===== src/rtl/outr_uart_tx_if.sv =====
// OUTR write strobe/data and serial-line status bundle between the CPU and outr_uart_tx.
interface outr_uart_tx_if;
    logic        wr_en;
    logic [15:0] data_in;
    logic        tx;
    logic        busy;
    logic        fgo;
    logic        ovf;

    modport master (output wr_en, output data_in, input tx, input busy, input fgo, input ovf);
    modport slave  (input wr_en, input data_in, output tx, output busy, output fgo, output ovf);
endinterface


===== src/rtl/outr_uart_tx.sv =====
// OUTR word FIFO feeding a UART line: each 16-bit word goes out as two 8N1 bytes, low byte first.
// Define OUTR_UART_PARITY_EN to insert an even-parity bit after each byte's data bits.
module outr_uart_tx #(
    parameter int unsigned CLKS_PER_BIT = 16,
    parameter int unsigned FIFO_DEPTH   = 4
) (
    input  logic          clk,
    input  logic          reset,
    outr_uart_tx_if.slave bus
);
    localparam int unsigned AW = $clog2(FIFO_DEPTH);
    localparam int unsigned TW = (CLKS_PER_BIT > 1) ? $clog2(CLKS_PER_BIT) : 1;

    localparam logic [AW:0]   CNT_FULL = (AW+1)'(FIFO_DEPTH);
    localparam logic [AW:0]   CNT_ONE  = (AW+1)'(1);
    localparam logic [AW-1:0] PTR_ONE  = AW'(1);
    localparam logic [TW-1:0] TMR_LAST = TW'(CLKS_PER_BIT - 1);
    localparam logic [TW-1:0] TMR_ONE  = TW'(1);

    typedef enum logic [2:0] {
        S_IDLE,
        S_START,
        S_DATA,
`ifdef OUTR_UART_PARITY_EN
        S_PAR,
`endif
        S_STOP
    } state_t;

    logic [15:0]   r_mem [FIFO_DEPTH];
    logic [AW-1:0] r_wr_ptr;
    logic [AW-1:0] r_rd_ptr;
    logic [AW:0]   r_count;
    logic          r_fgo;
    logic          r_ovf;

    state_t        r_state;
    logic [TW-1:0] r_timer;
    logic [2:0]    r_bit_idx;
    logic [15:0]   r_hold;
    logic          r_hi;
    logic          r_tx;
    logic          r_busy;

    logic          w_full;
    logic          w_empty;
    logic          w_push;
    logic          w_drop;
    logic          w_pop;
    logic          w_tick;
    logic [15:0]   w_head;
    logic [AW:0]   w_count_n;

    state_t        w_state_n;
    logic [TW-1:0] w_timer_n;
    logic [2:0]    w_bit_n;
    logic [15:0]   w_hold_n;
    logic          w_hi_n;
    logic [7:0]    w_byte;
    logic          w_tx_n;

    // Fullness is judged on the registered count, so a same-cycle pop never rescues a write.
    assign w_full  = (r_count == CNT_FULL);
    assign w_empty = (r_count == '0);
    assign w_push  = bus.wr_en & ~w_full;
    assign w_drop  = bus.wr_en & w_full;
    assign w_tick  = (r_timer == TMR_LAST);
    assign w_head  = r_mem[r_rd_ptr];

    always_comb begin
        w_count_n = r_count;
        case ({w_push, w_pop})
            2'b10:   w_count_n = r_count + CNT_ONE;
            2'b01:   w_count_n = r_count - CNT_ONE;
            default: w_count_n = r_count;
        endcase
    end

    always_ff @(posedge clk) begin
        if (w_push) begin
            r_mem[r_wr_ptr] <= bus.data_in;
        end
    end

    always_ff @(posedge clk or negedge reset) begin
        if (!reset) begin
            r_wr_ptr <= '0;
            r_rd_ptr <= '0;
            r_count  <= '0;
            r_fgo    <= 1'b1;
            r_ovf    <= 1'b0;
        end else begin
            if (w_push) begin
                r_wr_ptr <= r_wr_ptr + PTR_ONE;
            end
            if (w_pop) begin
                r_rd_ptr <= r_rd_ptr + PTR_ONE;
            end
            r_count <= w_count_n;
            r_fgo   <= (w_count_n != CNT_FULL);
            r_ovf   <= r_ovf | w_drop;
        end
    end

    always_ff @(posedge clk or negedge reset) begin
        if (!reset) begin
            r_state   <= S_IDLE;
            r_timer   <= '0;
            r_bit_idx <= '0;
            r_hold    <= '0;
            r_hi      <= 1'b0;
            r_tx      <= 1'b1;
            r_busy    <= 1'b0;
        end else begin
            r_state   <= w_state_n;
            r_timer   <= w_timer_n;
            r_bit_idx <= w_bit_n;
            r_hold    <= w_hold_n;
            r_hi      <= w_hi_n;
            r_tx      <= w_tx_n;
            r_busy    <= (w_state_n != S_IDLE);
        end
    end

    // Line level is derived from the next state so tx stays a registered output aligned with the FSM.
    always_comb begin
        w_state_n = r_state;
        w_timer_n = r_timer + TMR_ONE;
        w_bit_n   = r_bit_idx;
        w_hold_n  = r_hold;
        w_hi_n    = r_hi;
        w_pop     = 1'b0;
        w_tx_n    = 1'b1;

        case (r_state)
            S_IDLE: begin
                w_timer_n = '0;
                if (!w_empty) begin
                    w_pop     = 1'b1;
                    w_hold_n  = w_head;
                    w_hi_n    = 1'b0;
                    w_state_n = S_START;
                end
            end
            S_START: begin
                if (w_tick) begin
                    w_timer_n = '0;
                    w_bit_n   = '0;
                    w_state_n = S_DATA;
                end
            end
            S_DATA: begin
                if (w_tick) begin
                    w_timer_n = '0;
                    if (r_bit_idx == 3'd7) begin
`ifdef OUTR_UART_PARITY_EN
                        w_state_n = S_PAR;
`else
                        w_state_n = S_STOP;
`endif
                    end else begin
                        w_bit_n = r_bit_idx + 3'd1;
                    end
                end
            end
`ifdef OUTR_UART_PARITY_EN
            S_PAR: begin
                if (w_tick) begin
                    w_timer_n = '0;
                    w_state_n = S_STOP;
                end
            end
`endif
            S_STOP: begin
                if (w_tick) begin
                    w_timer_n = '0;
                    if (!r_hi) begin
                        w_hi_n    = 1'b1;
                        w_state_n = S_START;
                    end else begin
                        w_state_n = S_IDLE;
                    end
                end
            end
            default: begin
                w_timer_n = '0;
                w_state_n = S_IDLE;
            end
        endcase

        w_byte = w_hi_n ? w_hold_n[15:8] : w_hold_n[7:0];
        case (w_state_n)
            S_START: w_tx_n = 1'b0;
            S_DATA:  w_tx_n = w_byte[w_bit_n];
`ifdef OUTR_UART_PARITY_EN
            S_PAR:   w_tx_n = ^w_byte;
`endif
            default: w_tx_n = 1'b1;
        endcase
    end

    assign bus.tx   = r_tx;
    assign bus.busy = r_busy;
    assign bus.fgo  = r_fgo;
    assign bus.ovf  = r_ovf;
endmodule


===== src/flat_wrapper.sv =====
// flat-port wrapper written by rule: the top's interface ports become plain ports
module outr_uart_tx_flat 
#(
    parameter int unsigned CLKS_PER_BIT = 16,
    parameter int unsigned FIFO_DEPTH   = 4
)
  (clk, reset, bus_wr_en, bus_data_in, bus_tx, bus_busy, bus_fgo, bus_ovf);
  outr_uart_tx_if bus_i ();
  input  logic clk;
  input  logic reset;
  input wire logic [$bits(bus_i.wr_en)-1:0] bus_wr_en;
  input wire logic [$bits(bus_i.data_in)-1:0] bus_data_in;
  output wire logic [$bits(bus_i.tx)-1:0] bus_tx;
  output wire logic [$bits(bus_i.busy)-1:0] bus_busy;
  output wire logic [$bits(bus_i.fgo)-1:0] bus_fgo;
  output wire logic [$bits(bus_i.ovf)-1:0] bus_ovf;
  assign bus_i.wr_en = bus_wr_en;
  assign bus_i.data_in = bus_data_in;
  assign bus_tx = bus_i.tx;
  assign bus_busy = bus_i.busy;
  assign bus_fgo = bus_i.fgo;
  assign bus_ovf = bus_i.ovf;
  outr_uart_tx #(.CLKS_PER_BIT(CLKS_PER_BIT), .FIFO_DEPTH(FIFO_DEPTH)) u_core (.clk(clk), .reset(reset), .bus(bus_i));
endmodule

===== config.mk =====
export PLATFORM = sky130hd
export DESIGN_NAME = outr_uart_tx_flat
export DESIGN_NICKNAME = d
export VERILOG_FILES = /design/src/rtl/outr_uart_tx_if.sv /design/src/rtl/outr_uart_tx.sv /design/src/flat_wrapper.sv
export SDC_FILE = /design/constraint.sdc
export NUM_CORES = 1
export LEC_CHECK = 0
export BUFFER_PORTS_ARGS = -buffer_cell sky130_fd_sc_hd__buf_2
export CORE_MARGIN = 4
export CORE_UTILIZATION = 54
export DETAILED_ROUTE_END_ITERATION = 8
export PLACE_DENSITY = 0.77
export SYNTH_ARGS = -nofsm -noshare
export SYNTH_HDL_FRONTEND = slang
export SYNTH_SLANG_ARGS = --single-unit

===== constraint.sdc =====
create_clock -name clk -period 2.4 [get_ports clk]
set_clock_uncertainty 0.05 [all_clocks]
set_input_delay 0.24 -clock clk [delete_from_list [all_inputs] [get_ports clk]]
set_output_delay 0.24 -clock clk [all_outputs]
set_load 0.01 [all_outputs]

==> flow_metrics.py <==
metrics = {
    "job": {
        "maxCapViolations": 0,
    },
    "die": {
        "start_util_pct": 56.5,
        "die_w_um": 95.8,
        "ioPinCount": 23,
        "die_area_sq_um": 9180,
        "row_count": 31,
        "die_y_um": 95.8,
        "core_sq_um": 7370,
    },
    "drt": {
        "via_count": 2181,
        "wl_per_cell_um": 17.7,
        "routed_wl_um": 6920,
        "antenna_left": 0,
        "dr.pass1.iters": 4,
        "via_per_inst": 5.56,
        "drc_errors": 0,
        "drt_iter0_markers": 124,
    },
    "synthesis": {
        "synthDistinctLibCells": 49,
        "syn_nets": 265,
        "avgSynthCellArea_sq_um": 17.5,
        "synthDominantCellAreaShare_pct": 46.1,
        "synth.area.top_cells": "edfxtp_1 46%, dfrtp_1 22%, mux4_2 9.2%",
        "yosys_most_used_dff": "edfxtp_1",
        "async_reset_ff_share_pct": 37.3,
        "synth_edf_count": 64,
        "netlist_area_sq_um": 4170,
        "yosys.area.top_type": "edfxtp_1",
        "synthCells": 238,
        "synth.yosys.warnings": 0,
        "seq_area_frac_synth_pct": 69.0,
        "synth-seq-cells": 102,
    },
    "sta": {
        "finalMaxSlewViolations": 0,
        "fin_ws_ps": 69.2,
        "setup_viol": 0,
        "fin_crit_ps": 2330,
        "hold_slack_ps": 47.0,
        "grt_setup_unrepaired": "yes",
        "slew_headroom_pct": 43.0,
        "tightest_slew_ps": 856,
        "max_clock_freq_ghz": 0.429,
        "hold_viol_final": 0,
        "fin_crit_sh_pct": 97.1,
    },
    "final_layout": {
        "layout_common_cells": "64 x edfxtp_1, 34 x dfrtp_1, 22 x buf_2",
        "area_delta_synth_final_pct": 15.3,
        "antenna_cells": 0,
        "drive_above_1_share_pct": 36.9,
        "utilization_pct": 65.2,
        "mostFrequentLayoutCell": "edfxtp_1",
        "fill_cells": 528,
        "fin_nets": 315,
    },
    "grt": {
        "first_global_vias": 2247,
        "antenna_found_initial": 0,
        "grt_max_degree": 39,
        "grt_pass1_wl_um": 11300,
        "grt-ovfl-total": 0,
        "track_usage_pct": 16.9,
    },
    "worst_setup_path": {
        "critPathBufInv": 1,
        "cp_data_required_time_ps": 2610,
        "arrival_ps": 2540,
        "cpPeakStageDelay_ps": 450,
        "cpMaxStageDelayCell": "mux4_2",
        "critical_path.max_fanout": 4,
        "crit_chain": "ha_1, a21oi_1, a32o_2, a22oi_2, inv_2, mux4_2, nor4b_2, a311oi_1",
        "cpLargestDelayFamily": "compound AO/OA/AOI/OAI gates",
        "path_class": "reg2reg",
        "endpoint_kind": "flip-flop",
        "start_kind": "flip-flop",
    },
    "power": {
        "power_density_nw_per_um2": 1090,
        "power_uw": 5250,
        "p_leak_uw": 0.00190,
        "peakVddDrop_mv": 0.690,
    },
    "place": {
        "pre_cts_ws_ps": 17.2,
        "io_buffers": 22,
        "place_congestion": 0.795,
        "dp_hpwl_um": 4530,
    },
    "clock_network": {
        "clkSlewWorstSetupHoldPaths_ps": 90,
        "cts_tree": "built",
        "clock_sinks": 102,
        "clk_latency_ps": 350,
        "cts_buffer_depth": 2,
        "cts_buffers": 9,
        "cts_max_level": 3,
        "cts_root_buf": "clkbuf_8",
    },
    "worst_hold_path": {
        "hp-class": "in2reg",
    },
    "run_status": {
        "status": "completed",
    },
}
## flip-flops by register name, indices dropped and copies added, names as in the netlist, 2 cells and up
name              cells
u_core.r_state        3
u_core.r_rd_ptr       2
u_core.r_bit_idx      3
u_core.r_wr_ptr       2
u_core.r_hold        16
u_core.r_count        3
u_core.r_timer        4
u_core.r_mem         64
## final timing paths
| check | from | to | slack (ps) | cells past startpoint |
|---|---|---|---|---|
| worst min-delay path | bus_data_in[13] | u_core.r_mem[1][13] | 50 | 1 |
| worst min register to register | u_core.bus.ovf | u_core.bus.ovf | 420 | 1 |
| worst max-delay path | u_core.r_bit_idx[0] | u_core.bus.tx | 70 | 8 |
| worst max register to register | u_core.r_bit_idx[0] | u_core.bus.tx | 70 | 8 |
| max in group asynchronous | reset | u_core.r_bit_idx[0] | 1230 | 2 |
| min in group asynchronous | reset | u_core.r_timer[3] | 480 | 2 |
## through the flow
step	area [sq um]	instances	setup TNS (ps)
after floorplan	4170	238	0
after global routing	4800	392	-37.1
after CTS	4710	383	0
after global placement	4510	366	0
after detailed placement	4510	366	0
final	4800	392	0
## where the power goes
group | total, uW | switching [uW] | internal (uW)
Sequential | 2540 | 180 | 2360
Combinational | 1690 | 824 | 868
Clock | 1020 | 536 | 483
## Yosys cell counts, types with 2 or more instances
cell / count
dfstp_2: 2
nand2_1: 8
mux2_1: 2
dfrtp_1: 36
buf_2: 5
ha_1: 7
mux4_2: 17
mux2i_1: 8
o31ai_1: 2
a31oi_1: 3
nand3_1: 2
a311oi_1: 2
o21ai_0: 4
xnor2_1: 4
inv_1: 11
a21oi_1: 2
mux2_2: 14
o22ai_1: 2
nor2_1: 7
nor3_1: 2
xor2_1: 4
edfxtp_1: 64
and2_1: 4
## final cells by class
| class | count | area [sq um] | area share, % |
|---|---|---|---|
| Clock buffer | 12 | 135 | 2.81 |
| Clock inverter | 4 | 48.8 | 1.02 |
| Inverter | 12 | 45.0 | 0.938 |
| Multi-Input combinational cell | 116 | 1230 | 25.7 |
| Sequential cell | 102 | 2880 | 59.9 |
| Tap cell | 99 | 124 | 2.58 |
| Timing Repair Buffer | 47 | 338 | 7.03 |
## cell families (layout without fill, tap and decap cells)
kind of cell | Yosys count | after routing | synth area share, %
flip-flops | 102 | 102 | 69.0
multiplexers | 41 | 41 | 15.4
AND/OR/NAND/NOR | 33 | 33 | 4.45
AO/OA/AOI/OAI | 25 | 25 | 4.60
buffers and inverters | 20 | 75 | 2.13
adder cells (fa/ha/maj) | 8 | 8 | 2.58
XOR/XNOR | 8 | 8 | 1.68
other | 1 | 1 | 0.0900
## worst reg2reg max path, delay by kind of cell (launching register included)
family | cells | cell delay, ps
adder cells (fa/ha/maj) | 1 | 230
multiplexers | 1 | 450
buffers and inverters | 1 | 90
AO/OA/AOI/OAI | 4 | 740
AND/OR/NAND/NOR | 1 | 270
flip-flops | 1 | 420
## per-layer routing
| metal | global-route usage (%) | part of all wire (%) | vias to the layer above |
|---|---|---|---|
| li1 | - | - | 1003 |
| met1 | 22.4 | 46 | 1125 |
| met2 | 26.9 | 49 | 39 |
| met3 | 3.91 | 2.9 | 14 |
| met4 | 7.23 | 2.4 | 0 |
| met5 | 0 | 0 | - |
## timing repair
item                                   in CTS  in global routing
setup endpoints to repair                   1                  2
endpoints found under the hold margin      36                  0
pin swaps                                   1                  7
gates resized for setup                     0                 11
hold buffers                                1                  0
buffers inserted                            0                  9
Power figures use the tool's default switching activity.
